## src/rtl/status_counter_pkg.sv

```systemverilog
// -----------------------------------------------------------------------------
// status_counter_pkg
// Shared definitions for the game-status block: play-state encoding, bit
// positions of the fields inside the 32-bit display word, BCD limits and the
// pending-points accumulator update.
// -----------------------------------------------------------------------------
package status_counter_pkg;

  // Play state; the encoding is visible on the `state` output.
  typedef enum logic [1:0] {
    ST_IDLE  = 2'd0,
    ST_RUN   = 2'd1,
    ST_PAUSE = 2'd2,
    ST_OVER  = 2'd3
  } state_e;

  // Field positions inside `num` = {level, time, score}.
  localparam int NUM_LEVEL_LSB = 24;  // 8-bit binary level
  localparam int NUM_TIME_LSB  = 16;  // 2-digit BCD timer
  localparam int NUM_SCORE_LSB = 0;   // 4-digit BCD score

  // BCD and binary limits.
  localparam logic [7:0]  BCD2_MAX    = 8'h99;
  localparam logic [15:0] BCD4_MAX    = 16'h9999;
  localparam logic [7:0]  LEVEL_MAX   = 8'd99;   // level is binary
  localparam logic [7:0]  PENDING_MAX = 8'hFF;

  // Pending points after one RUN cycle: absorb this cycle's points, give one
  // point to the score if any were waiting, saturate at 255. The subtraction
  // only happens when pending is non-zero, so the sum cannot underflow.
  function automatic logic [7:0] pending_next(input logic [7:0] pending,
                                               input logic [3:0] add);
    logic [8:0] sum;
    sum = {1'b0, pending} + {5'd0, add} - {8'd0, (pending != 8'd0)};
    return (sum > {1'b0, PENDING_MAX}) ? PENDING_MAX : sum[7:0];
  endfunction

endpackage

```

## src/rtl/status_counter_bcd_step.sv

```systemverilog
// -----------------------------------------------------------------------------
// bcd_step
// Adds or subtracts one on a chain of BCD digits, rippling the carry/borrow
// from the least significant digit. The result saturates at the bound
// (all nines for increment, all zeros for decrement) instead of wrapping.
//
// Ports:
//   value    in  4*DIGITS  BCD operand
//   dec      in  1         0 = increment, 1 = decrement
//   result   out 4*DIGITS  stepped (saturated) value
//   at_limit out 1         result sits at the bound for this direction
// -----------------------------------------------------------------------------
module bcd_step #(
  parameter int DIGITS = 2
) (
  input  logic [4*DIGITS-1:0] value,
  input  logic                dec,
  output logic [4*DIGITS-1:0] result,
  output logic                at_limit
);

  always_comb begin : step
    logic       carry;
    logic [3:0] d;
    // NOTE: every variable assigned in always_comb gets a default first so
    // that no path leaves it unassigned and infers a latch.
    result = value;
    carry  = 1'b1;
    d      = 4'd0;
    for (int i = 0; i < DIGITS; i++) begin
      d = value[4*i +: 4];
      if (carry) begin
        if (dec) begin
          if (d == 4'd0) begin
            d = 4'd9;
          end else begin
            d     = d - 4'd1;
            carry = 1'b0;
          end
        end else begin
          if (d == 4'd9) begin
            d = 4'd0;
          end else begin
            d     = d + 4'd1;
            carry = 1'b0;
          end
        end
        result[4*i +: 4] = d;
      end
    end
    // A carry out of the top digit means the operand was already at the
    // bound: hold it there.
    if (carry) result = value;
    at_limit = dec ? (result == '0) : (result == {DIGITS{4'h9}});
  end

endmodule

```

## src/rtl/status_counter.sv

```systemverilog
// -----------------------------------------------------------------------------
// status_counter
// Game-status bookkeeping ahead of the seven-segment display stage. Holds the
// level, countdown timer and score, runs the idle/run/pause/over state
// machine and packs the fields into the display word. Added points are
// buffered and drained one per cycle so the score digits visibly roll.
//
// Optional feature: define STATUS_HISCORE_EN to add a high-score register
// that is captured when a game ends and shown while `show_hi` is high.
//
// Ports:
//   vga_clk  in  1   clock, rising edge
//   rst      in  1   synchronous active-high reset
//   start    in  1   pulse, start (or restart) a game
//   pause    in  1   pulse, toggle RUN/PAUSE
//   level_up in  1   pulse, next level (RUN only)
//   add_pts  in  4   binary points to add this cycle (RUN only)
//   show_hi  in  1   show high score in the score field (feature build only)
//   num      out 32  {level binary, time BCD, score BCD}, registered
//   state    out 2   0 IDLE, 1 RUN, 2 PAUSE, 3 OVER
//   time_up  out 1   one-cycle pulse on the RUN->OVER transition
// -----------------------------------------------------------------------------
module status_counter
  import status_counter_pkg::*;
#(
  parameter int         CLK_HZ    = 25_000_000,
  parameter logic [7:0] TIME_INIT = 8'h60
) (
  input  logic        vga_clk,
  input  logic        rst,
  input  logic        start,
  input  logic        pause,
  input  logic        level_up,
  input  logic [3:0]  add_pts,
  input  logic        show_hi,
  output logic [31:0] num,
  output logic [1:0]  state,
  output logic        time_up
);

  localparam int PRESC_W = (CLK_HZ > 1) ? $clog2(CLK_HZ) : 1;
  localparam logic [PRESC_W-1:0] PRESC_LAST = PRESC_W'(CLK_HZ - 1);

  state_e               state_q, state_d;
  logic [7:0]           level_q, level_d;
  logic [7:0]           time_q, time_d;
  logic [15:0]          score_q, score_d;
  logic [7:0]           pending_q, pending_d;
  logic [PRESC_W-1:0]   presc_q, presc_d;
  logic                 time_up_q, time_up_d;
  logic [31:0]          num_q, num_d;
  logic [15:0]          score_field;

  logic [15:0]          score_inc;
  logic                 score_at_max;
  logic [7:0]           time_dec;
  logic                 time_at_zero;

  bcd_step #(.DIGITS(4)) u_score_inc (
    .value    (score_q),
    .dec      (1'b0),
    .result   (score_inc),
    .at_limit (score_at_max)
  );

  bcd_step #(.DIGITS(2)) u_time_dec (
    .value    (time_q),
    .dec      (1'b1),
    .result   (time_dec),
    .at_limit (time_at_zero)
  );

`ifdef STATUS_HISCORE_EN
  logic [15:0] hi_q, hi_d;
`else
  logic unused_show_hi;
  assign unused_show_hi = show_hi;
`endif

  always_comb begin
    state_d   = state_q;
    level_d   = level_q;
    time_d    = time_q;
    score_d   = score_q;
    pending_d = pending_q;
    presc_d   = presc_q;
    time_up_d = 1'b0;

    if (start) begin
      // Start wins over everything and behaves the same from every state.
      state_d   = ST_RUN;
      level_d   = 8'd1;
      time_d    = TIME_INIT;
      score_d   = '0;
      pending_d = '0;
      presc_d   = '0;
    end else begin
      unique case (state_q)
        ST_RUN: begin
          if (pause) state_d = ST_PAUSE;

          // Score drain: one point per cycle while points are waiting.
          if (pending_q != 8'd0) score_d = score_inc;
          if ((score_q == BCD4_MAX) || ((pending_q != 8'd0) && score_at_max))
            pending_d = '0;
          else
            pending_d = pending_next(pending_q, add_pts);

          // Timer: level_up reloads and restarts the second, otherwise the
          // prescaler wraps once per CLK_HZ run cycles.
          if (level_up) begin
            level_d = (level_q >= LEVEL_MAX) ? LEVEL_MAX : level_q + 8'd1;
            time_d  = TIME_INIT;
            presc_d = '0;
          end else if (presc_q == PRESC_LAST) begin
            presc_d = '0;
            time_d  = time_dec;
            if (time_at_zero) begin
              // Timing out beats a coincident pause; leftover points are
              // discarded.
              state_d   = ST_OVER;
              time_up_d = 1'b1;
              pending_d = '0;
            end
          end else begin
            presc_d = presc_q + PRESC_W'(1);
          end
        end
        ST_PAUSE: begin
          if (pause) state_d = ST_RUN;
        end
        default: begin
          // IDLE and OVER only react to start.
        end
      endcase
    end

`ifdef STATUS_HISCORE_EN
    hi_d = hi_q;
    if (time_up_d && (score_d > hi_q)) hi_d = score_d;  // BCD orders like binary
    score_field = show_hi ? hi_d : score_d;
`else
    score_field = score_d;
`endif

    num_d = '0;
    num_d[NUM_LEVEL_LSB +: 8]  = level_d;
    num_d[NUM_TIME_LSB  +: 8]  = time_d;
    num_d[NUM_SCORE_LSB +: 16] = score_field;
  end

  always_ff @(posedge vga_clk) begin
    if (rst) begin
      state_q   <= ST_IDLE;
      level_q   <= 8'h00;
      time_q    <= TIME_INIT;
      score_q   <= 16'h0000;
      pending_q <= 8'h00;
      presc_q   <= '0;
      time_up_q <= 1'b0;
      num_q     <= {8'h00, TIME_INIT, 16'h0000};
`ifdef STATUS_HISCORE_EN
      hi_q      <= 16'h0000;
`endif
    end else begin
      // NOTE: sequential state uses non-blocking assignments so every flop
      // samples the values from before this edge.
      state_q   <= state_d;
      level_q   <= level_d;
      time_q    <= time_d;
      score_q   <= score_d;
      pending_q <= pending_d;
      presc_q   <= presc_d;
      time_up_q <= time_up_d;
      num_q     <= num_d;
`ifdef STATUS_HISCORE_EN
      hi_q      <= hi_d;
`endif
    end
  end

  assign num     = num_q;
  assign state   = state_q;
  assign time_up = time_up_q;

endmodule

```

## config.mk

```make
export PLATFORM = sky130hd
export DESIGN_NAME = status_counter
export DESIGN_NICKNAME = d
export VERILOG_FILES = /design/src/rtl/status_counter_pkg.sv /design/src/rtl/status_counter_bcd_step.sv /design/src/rtl/status_counter.sv
export SDC_FILE = /design/constraint.sdc
export NUM_CORES = 1
export LEC_CHECK = 0
export CORE_MARGIN = 5
export CORE_UTILIZATION = 50
export DETAILED_ROUTE_END_ITERATION = 8
export GPL_TIMING_DRIVEN = 0
export PLACE_DENSITY = 0.78
export SYNTH_ARGS = -nofsm -noshare
export SYNTH_HDL_FRONTEND = slang
export SYNTH_HIERARCHICAL = 1
export SYNTH_SLANG_ARGS = --single-unit
```

## constraint.sdc

```tcl
create_clock -name vga_clk -period 4.8 [get_ports vga_clk]
set_input_delay 0.72 -clock vga_clk [delete_from_list [all_inputs] [get_ports vga_clk]]
set_output_delay 0.72 -clock vga_clk [all_outputs]
set_load 0.1 [all_outputs]
```

Yosys cells after proc, flatten, opt, wreduce, memory -nomap -nowiden
Cells that the tools add are included.
{ "totals": {"regBits": 100, "input_bits": 10, "out_inout_bits": 35, "word_cells": 94} }
{ "op_classes": {"addsub": 10, "magnitude_cmp": 2, "n_eq_ne": 11, "muxes": 48, "n_bitwise": 2, "n_reduce_logical": 12} }
{ "ops": {"columns": ["operator", "count"], "rows": [
  ["two-way mux 8 bit", 14],
  ["two-way mux 16 bit", 4],
  ["two-way mux 25 bit", 2],
  ["two-way mux 4 bit", 10],
  ["equality test 16 bit, second input constant", 2],
  ["adder 25 x 1 -> 25 bit, second input constant", 1],
  ["equality test 25 bit, second input constant", 1],
  ["adder 4 x 1 -> 4 bit, second input constant", 4],
  ["equality test 4 bit, second input constant", 4],
  ["two-way mux 1 bit", 12],
  ["two-way mux 2 bit", 5],
  ["adder 8 x 4 -> 9 bit", 1],
  ["> comparator 9 x 8 -> 1 bit, second input constant", 1],
  ["subtractor 9 x 1 -> 9 bit", 1],
  ["adder 8 x 1 -> 8 bit, second input constant", 1],
  [">= comparator 8 x 7 -> 1 bit, second input constant", 1],
  ["zero test 4 bit", 2],
  ["zero test 8 bit", 1],
  ["nonzero test 8 bit", 1],
  ["subtractor 4 x 1 -> 4 bit, second input constant", 2],
  ["OR reduction 5 bit", 1],
  ["one-hot mux 2 bit (2 select lines)", 1],
  ["AND reduction 2 bit", 2],
  ["!= test 3 bit, second input constant", 1],
  ["9 further kinds", 10]
]} }

Longest topological paths before layout
Gate-level depths: netlist (run 1).
{ "logic_depth": {"ltp_word": 13, "ltp_mapped": 14, "ltp_nobuf": 13} }

Modules after synthesis
Netlist (run 1), hierarchy kept.
{ "modules_own_cells": {"columns": ["module", "n_inst", "cells_each", "area_per_inst_um2", "seq_area_each_um2"], "rows": [
  ["status_counter", 1, 385, 3444.6, 1361.3],
  ["bcd_step (u_score_inc)", 1, 176, 1163.6, 0.0],
  ["bcd_step (u_time_dec)", 1, 83, 544.3, 0.0]
]} }

Worst setup path before layout (run 1)
No wires, ideal clock.
{ "synth_path": {"path_kind": "register to register", "startpoint": "reg score_q[0]", "endpoint": "reg pending_q[7]", "setup_ps": 92, "t_arrival_ps": 3876, "required_time_ps": 4708, "slack_ps": 831, "stages_incl_launch_ff": 14, "n_path_buf": 1, "period_less_slack_ps": 3969, "path_cell_list": "dfxtp_1 -> ha_1 -> nand4bb_1 -> and2_1 -> nor4_1 -> mux2_2 -> nand4_1 -> nand4b_1 -> a211oi_2 -> a32o_1 -> or3_1 -> buf_6 -> o21a_1 -> o32ai_1"} }
{ "synth_via": {"elab_chain_len": 13, "elab_cells_between_ends": 19, "cone_classes": "add/sub: 1; eq/ne: 3; mux: 13; reduce/logical: 2"} }
{ "synth_lines": {"columns": ["item", "line_no", "text"], "rows": [
  ["start: declaration", "status_counter.sv:47", "logic [15:0] score_q, score_d;"],
  ["start signal: assignment", "status_counter.sv:171", "score_q <= score_d;"],
  ["equality test 4 bit", "status_counter_bcd_step.sv:41", "if (d == 4'd9) begin"],
  ["two-way mux 1 bit", "status_counter_bcd_step.sv:41", null],
  ["two-way mux 1 bit (3 in series)", "status_counter_bcd_step.sv:32", "if (carry) begin"],
  ["two-way mux 16 bit *", "status_counter_bcd_step.sv:53", "if (carry) result = value;"],
  ["named net score_inc[3]", "status_counter.sv:54", "logic [15:0] score_inc;"],
  ["equality test 16 bit *", "status_counter_bcd_step.sv:54", "at_limit = dec ? (result == '0) : (result == {DIGITS{4'h9}});"],
  ["named net score_at_max", "status_counter.sv:55", "logic score_at_max;"],
  ["logical AND 1 bit *", "status_counter.sv:104", "if ((score_q == BCD4_MAX) || ((pending_q != 8'd0) && score_at_max))"],
  ["logical OR 1 bit *", "status_counter.sv:104", null],
  ["two-way mux 8 bit *", "status_counter.sv:104", null],
  ["two-way mux 8 bit", "status_counter.sv:118", "if (time_at_zero) begin"],
  ["two-way mux 8 bit", "status_counter.sv:115", "end else if (presc_q == PRESC_LAST) begin"],
  ["two-way mux 8 bit *", "status_counter.sv:111", "if (level_up) begin"],
  ["end signal: assignment", "status_counter.sv:172", "pending_q <= pending_d;"],
  ["end: declaration", "status_counter.sv:48", "logic [7:0] pending_q, pending_d;"]
]} }
Mark *: on every way through the listed nets, which the timed path passes. The rest lies on a longest branch.
A chain may end at the register's enable or synchronous reset.

Worst setup path after layout (run 1)
{ "layout_path": {"startpoint": "reg score_q[0]", "endpoint": "reg pending_q[1]"} }
Same word-level chain as after synthesis.

==> results of run 1 <==
[routing by layer]
metal | global-route usage, % | part of all wire [%] | vias up
met4 | 4.38 | 0.96 | 0
met5 | 0 | 0 | -
li1 | - | - | 2485
met2 | 32.4 | 46 | 164
met1 | 28.7 | 48 | 2376
met3 | 4.46 | 5.4 | 19
[cell type report]
class | instances | share of cell area [%]
multi-input cells | 509 | 58.0
flip-flops and latches | 68 | 22.7
repair buffers | 43 | 7.19
plain buffers | 34 | 3.24
well taps | 136 | 2.84
inverters | 42 | 2.63
clock buffers | 9 | 2.07
clock inverters | 7 | 1.25
[through the flow]
step	area, um2	utilization [%]
floorplan	5190	-
global placement	5790	56.8
detailed placement	5790	56.8
CTS	5990	58.8
global route	5990	58.8
finish	5990	58.8
[power groups by stage]
stage,Sequential (mW),Clock [mW],Combinational (mW)
6_report,0.583,0.476,0.311
5_1_grt,0.585,0.508,0.342
4_1_cts,0.583,0.483,0.302
3_5_place_dp,0.596,0,0.299
3_3_place_gp,0.595,0,0.288
2_1_floorplan,0.614,0,0.215
[logic make-up (layout without fill, tap and decap cells)]
group	count (synthesis)	in the layout	share of synthesized area, %
AO/OA/AOI/OAI	166	166	22.0
XOR/XNOR	33	33	5.61
adder cells (fa/ha/maj)	23	23	5.73
buffers and inverters	76	135	6.82
flip-flops	68	68	26.4
multiplexers	23	23	4.52
other	2	11	0.146
AND/OR/NAND/NOR	253	253	28.8
[state kept, by name (all words and copies together), names as in the netlist]
register,flops
level_q,8
num,2
pending_q,8
time_up,1
score_q,15
time_q,7
state,2
presc_q,25
[worst register-to-register path: cells and delay by family, from the launching register on]
family                   cells  cell delay (ns)
multiplexers                 1             0.45
flip-flops                   1             0.60
AO/OA/AOI/OAI                3             0.58
adder cells (fa/ha/maj)      1             0.34
AND/OR/NAND/NOR              6             1.78
buffers and inverters        1             0.15
[worst paths after layout]
kind	cells past startpoint	to	slack [ns]
worst max-delay path	12	pending_q[1]	0.79
worst min-delay path	2	level_q[7]	0.47
worst max register to register	12	pending_q[1]	0.79
worst min register to register	2	level_q[7]	0.47
[layout by cell type, fill, tap and decap left out, types with 12 or more instances in the layout]
cell and count:
clkbuf_1 14, nand2_1 47, inv_1 42, mux2i_1 21, a21oi_1 40, xor2_1 18
ha_1 22, dfxtp_1 68, nor2_1 69, nand3_1 24, o21ai_0 29, xnor2_1 15
clkdlybuf4s50_1 43, nand4_1 12
==> results by group, run 1 <==
Synth
  – Syn_area_per_cell: 8.00 um2
  – Number of synthesized flops with an enable pin: 0
  – #FFs+latches synth: 68
  – Post-Syn Instances: 644
  – Area leader, netlist: dfxtp_1
  – Sequential area share after synthesis: 26.4%
  – Synth cell count leaders: 69 x nor2_1, 68 x dfxtp_1, 47 x nand2_1
  – Synthesized area: 5150 um2
  – Yosys warnings: 6
  – Post-synth top area share: 26.4%
  – Primary FF master, synth: dfxtp_1
  – Most common cell in the netlist: nor2_1
  – Top cells by area, synth: dfxtp_1 26%, ha_1 5.3%, nor2_1 5.0%
  – Share of synthesized flip-flops with an asynchronous set or reset: 0%
  – Cell variety after synth: 92

Timing
  – Pins Over Slew Limit: 0
  – Final setup vio count: 0
  – Setup WS post-layout: 0.788 ns
  – WHS: 0.466 ns
  – F_max: 249 MHz
  – Unrepaired setup endpoints after global routing: false
  – Final period utilization: 83.6%
  – Tmin final: 4.01 ns
  – Sum Neg Setup Slack: 0 ns
  – Final hold violation count: 0
  – Least-Margin Pin Slew: 0.989 ns
  – Relative slew margins: 33.8%
  – Clk_skew: 0.0137 ns

Clocking
  – Hold_buf cts: 0
  – Root buf cell: clkbuf_8
  – Post CTS Setup Buffer Count: 0
  – TritonCTS clock tree: done
  – Worst-path clk slew: 0.08 ns
  – H-tree Lvls: 3
  – Max Root-Sink Buffers: 2
  – Clk_lat worst skew: 0.35 ns
  – TritonCTS Buffers: 9
  – Cts repair resizes: 0
  – Clock Sinks: 68

Critical path
  – Worst-path cell chain: ha_1, nand4bb_1, and2_1, nor4_1, mux2_2, nand4_1, nand4b_1, a211oi_2, a32o_1, or3_1, buf_6, a221oi_1
  – Delay-heaviest family, CP: simple AND/OR/NAND/NOR gates
  – Setup crit start: score_q[0]
  – CP max FO: 12
  – Crit path arrival time: 4.25 ns
  – CP endpoint kind: register
  – Req. time, crit path: 5.03 ns
  – Crit start category: register
  – Crit-path max cell delay: 0.69 ns
  – Crit Path Class: reg -> reg
  – CP max-delay cell: nor4_1
  – Critical register-to-register path startpoint: score_q[0]
  – Worst path bufs/invs: 1

Global routing
  – Number of global-route vias before repair: 4615
  – Pin count of the biggest net entering global routing: 14
  – Initial antenna violation count: 0
  – GR Overflow Total: 0
  – First-pass GRT wire length: 21.9 mm
  – GRT Util Overall: 20.5%

Status
  – Outcome: complete, no violations

Power and ir drop
  – Power per cell area: 229 nW/um2
  – Worst IR Drop VDD: 0.190 mV
  – Switch Pwr: 436 uW
  – Power share of the clock group: 34.7%
  – Pwr Total: 1.37 mW
  – Sequential power share: 42.6%
  – Net Sw Frac: 31.8%
  – Leakage power: 2.15 nW
  – Combinational share of power: 22.7%
  – Internal: 934 uW

Detailed routing
  – Initial DRC Count: 419
  – DR pass1 iterations: 5
  – WL/cell: 15.6 um
  – Vias/cell: 5.95
  – Via count: 5044
  – Number of remaining DRC errors: 0
  – ANT nets after route: 0
  – DRT Wirelength: 13.2 mm

Floorplanning
  – Row cnt: 37
  – Die width: 112 um
  – Die H: 112 um
  – Ports: 45
  – Core Box Area: 10200 um2
  – Total die area: 12400 um2
  – Initial Util: 50.6%

Layout
  – Sequential cell area: 1360 um2
  – Area of the multi-input gates: 3470 um2
  – Nets@finish: 740
  – Ant. Diodes: 0
  – P&R area growth vs syn: 16.2%
  – Post-Layout Cell Count: 848
  – Share of cells above drive strength 1: 8.85%
  – Number of fillers in the final layout: 945

Place
  – DP HPWL: 9.79 mm
  – Cells after DPL: 832
  – I/O Buffers: 43
  – Place WS: 0.889 ns
  – Gp weighted congestion: 0.891

Min path
  – Hold_sp: level_q[7]
  – Hold Path Class: reg -> reg

Job
  – Maxcap violations: 0
(Power assumes the default switching activity.)
==> inputs of run 2 (changes only) <==
==> constraint.sdc (replaced) <==
create_clock -name vga_clk -period 3.78 [get_ports vga_clk]
set_input_delay 0.567 -clock vga_clk [delete_from_list [all_inputs] [get_ports vga_clk]]
set_output_delay 0.567 -clock vga_clk [all_outputs]
set_load 0.1 [all_outputs]
==> results by group, run 2 (synthesis gave the netlist of run 1 again) <==
Timing
  – Unrepaired setup endpoints after global routing: false
  – WHS: 0.472 ns
  – Pins Over Slew Limit: 0
  – Relative slew margins: 34.2%
  – Sum Neg Setup Slack: 0 ns
  – Clk_skew: 0.0126 ns
  – Final setup vio count: 0
  – Final period utilization: 93.4%
  – Tmin final: 3.53 ns
  – Final hold violation count: 0
  – Setup WS post-layout: 0.250 ns
  – F_max: 283 MHz
  – Least-Margin Pin Slew: 0.984 ns

Clocking
  – Post CTS Setup Buffer Count: 0
  – Max Root-Sink Buffers: 2
  – H-tree Lvls: 3
  – Clk_lat worst skew: 0.34 ns
  – TritonCTS clock tree: done
  – Root buf cell: clkbuf_8
  – Worst-path clk slew: 0.08 ns
  – Clock Sinks: 68
  – Cts repair resizes: 0
  – TritonCTS Buffers: 9
  – Hold_buf cts: 0

Global routing
  – GR Overflow Total: 0
  – Number of global-route vias before repair: 4752
  – Initial antenna violation count: 0
  – First-pass GRT wire length: 22.3 mm
  – Pin count of the biggest net entering global routing: 14
  – GRT Util Overall: 20.8%

Floorplanning
  – Row cnt: 37
  – Die H: 112 um
  – Ports: 45
  – Die width: 112 um
  – Total die area: 12400 um2
  – Initial Util: 50.6%
  – Core Box Area: 10200 um2

Status
  – Outcome: complete, no violations

Critical path
  – Crit path arrival time: 3.78 ns
  – Setup crit start: score_q[1]
  – R2R depth: 14
  – Worst R2R Setup Slack: 0.25 ns
  – FF-to-FF End: pending_q[7]
  – Crit start category: register
  – Critical register-to-register path startpoint: score_q[1]
  – Req. time, crit path: 4.03 ns
  – CP max FO: 9
  – CP endpoint kind: register
  – Crit Path Class: reg -> reg

Layout
  – Share of cells above drive strength 1: 9.13%
  – Design Area, Final: 6030 um2
  – Nets@finish: 740
  – Largest register FFs: 25
  – Commonest non-fill, non-tap cell in the layout: nor2_1
  – Most frequent cells in the layout: 69 x nor2_1, 67 x dfxtp_1, 47 x nand2_1, 43 x clkdlybuf4s50_1, 42 x inv_1
  – Ant. Diodes: 0
  – Largest Register: presc_q
  – Number of fillers in the final layout: 948
  – Top Registers: presc_q: 25 flops, score_q: 15 flops
  – P&R area growth vs syn: 16.9%

Min path
  – Hold path cells: 2
  – Hold Path Class: reg -> reg
  – Hold_sp: level_q[7]
  – WHS Endpoint: level_q[7]

Power and ir drop
  – Leakage power: 2.17 nW
  – Power per cell area: 299 nW/um2
  – Pwr Total: 1.80 mW
  – Worst IR Drop VDD: 0.276 mV

Place
  – Place WS: 0.0877 ns
  – I/O Buffers: 43
  – DP HPWL: 9.94 mm
  – Placed Area: 5790 um2
  – Gp weighted congestion: 0.940

Detailed routing
  – Number of remaining DRC errors: 0
  – Vias/cell: 5.94
  – DRT Wirelength: 13.3 mm
  – WL/cell: 15.7 um
  – Via count: 5040
  – Initial DRC Count: 520
  – DR pass1 iterations: 5
  – ANT nets after route: 0

Job
  – Maxcap violations: 0
run 2: cell count changes in the layout (fill, tap and decap cells not counted):
| cell | previous run | this run |
|---|---|---|
| bufinv_16 | 1 | 2 |
| clkinv_4 | 1 | 2 |
| clkinvlp_4 | 3 | 1 |
| dfxtp_1 | 68 | 67 |
| dfxtp_2 | 0 | 1 |
| nor4_1 | 6 | 5 |
| nor4_4 | 3 | 4 |
run 2: metrics by stage:
stage	utilization, %	std cells
2_1_floorplan	-	653
3_3_place_gp	56.8	832
3_5_place_dp	56.8	832
4_1_cts	59.0	848
5_1_grt	59.2	848
6_report	59.2	848
run 2: final cells by class:
cell class	instances	area [um2]	area share (%)
buffer	34	194	3.22
clock buffer	9	124	2.06
clock inverter	7	98.8	1.64
inverter	42	158	2.62
multi-input combinational	509	3490	57.9
sequential	68	1360	22.6
tap	136	170	2.82
timing repair buffer	43	430	7.14
run 2: worst max-delay path by stage:
stage                         endpoint  slack (ns)  depth (start not counted)
after detailed placement  pending_q[7]        0.09                         14
after global placement    pending_q[7]        0.17                         14
final                     pending_q[7]        0.25                         14
after CTS                 pending_q[7]        0.06                         13
after global routing      pending_q[7]        0.06                         14
after floorplan           pending_q[7]        0.08                         14
run 2: power breakdown:
part / total, mW / internal (mW) / leakage [nW] / switching (mW)
clock: 0.665 / 0.375 / 0.110 / 0.291
sequential: 0.740 / 0.726 / 0.550 / 0.0143
combinational: 0.394 / 0.153 / 1.51 / 0.241
run 2: layer usage:
metal | part of all wire [%] | global-route usage, % | wire length (um)
met1 | 46 | 28.9 | 6130
met2 | 47 | 33.7 | 6200
met3 | 6.5 | 3.80 | 867
met4 | 0.64 | 4.38 | 85
met5 | 0 | 0 | 0
run 2: worst max-delay path: stages, from the launching register on:
cell and delay (ns):
dfxtp_1 0.41, inv_1 0.12, ha_1 0.24, nand4bb_1 0.20, and2_1 0.31, nor4_4 0.44, mux2_2 0.44, nand4_1 0.10
nand4b_1 0.13, a211oi_2 0.08, a32o_1 0.23, or3_1 0.32, buf_6 0.15, o21a_1 0.18, o32ai_1 0.09
==> inputs of run 3 (changes only) <==
--- a/config.mk
+++ b/config.mk
@@ -5,6 +5,8 @@
 export SDC_FILE = /design/constraint.sdc
 export NUM_CORES = 1
 export LEC_CHECK = 0
+export ABC_CLOCK_PERIOD_IN_PS = 3780
+export CAP_MARGIN = 0
 export CORE_MARGIN = 5
 export CORE_UTILIZATION = 50
 export DETAILED_ROUTE_END_ITERATION = 8
==> results of run 3 <==
Final layout, timing and power as in run 2 (identical DEF).
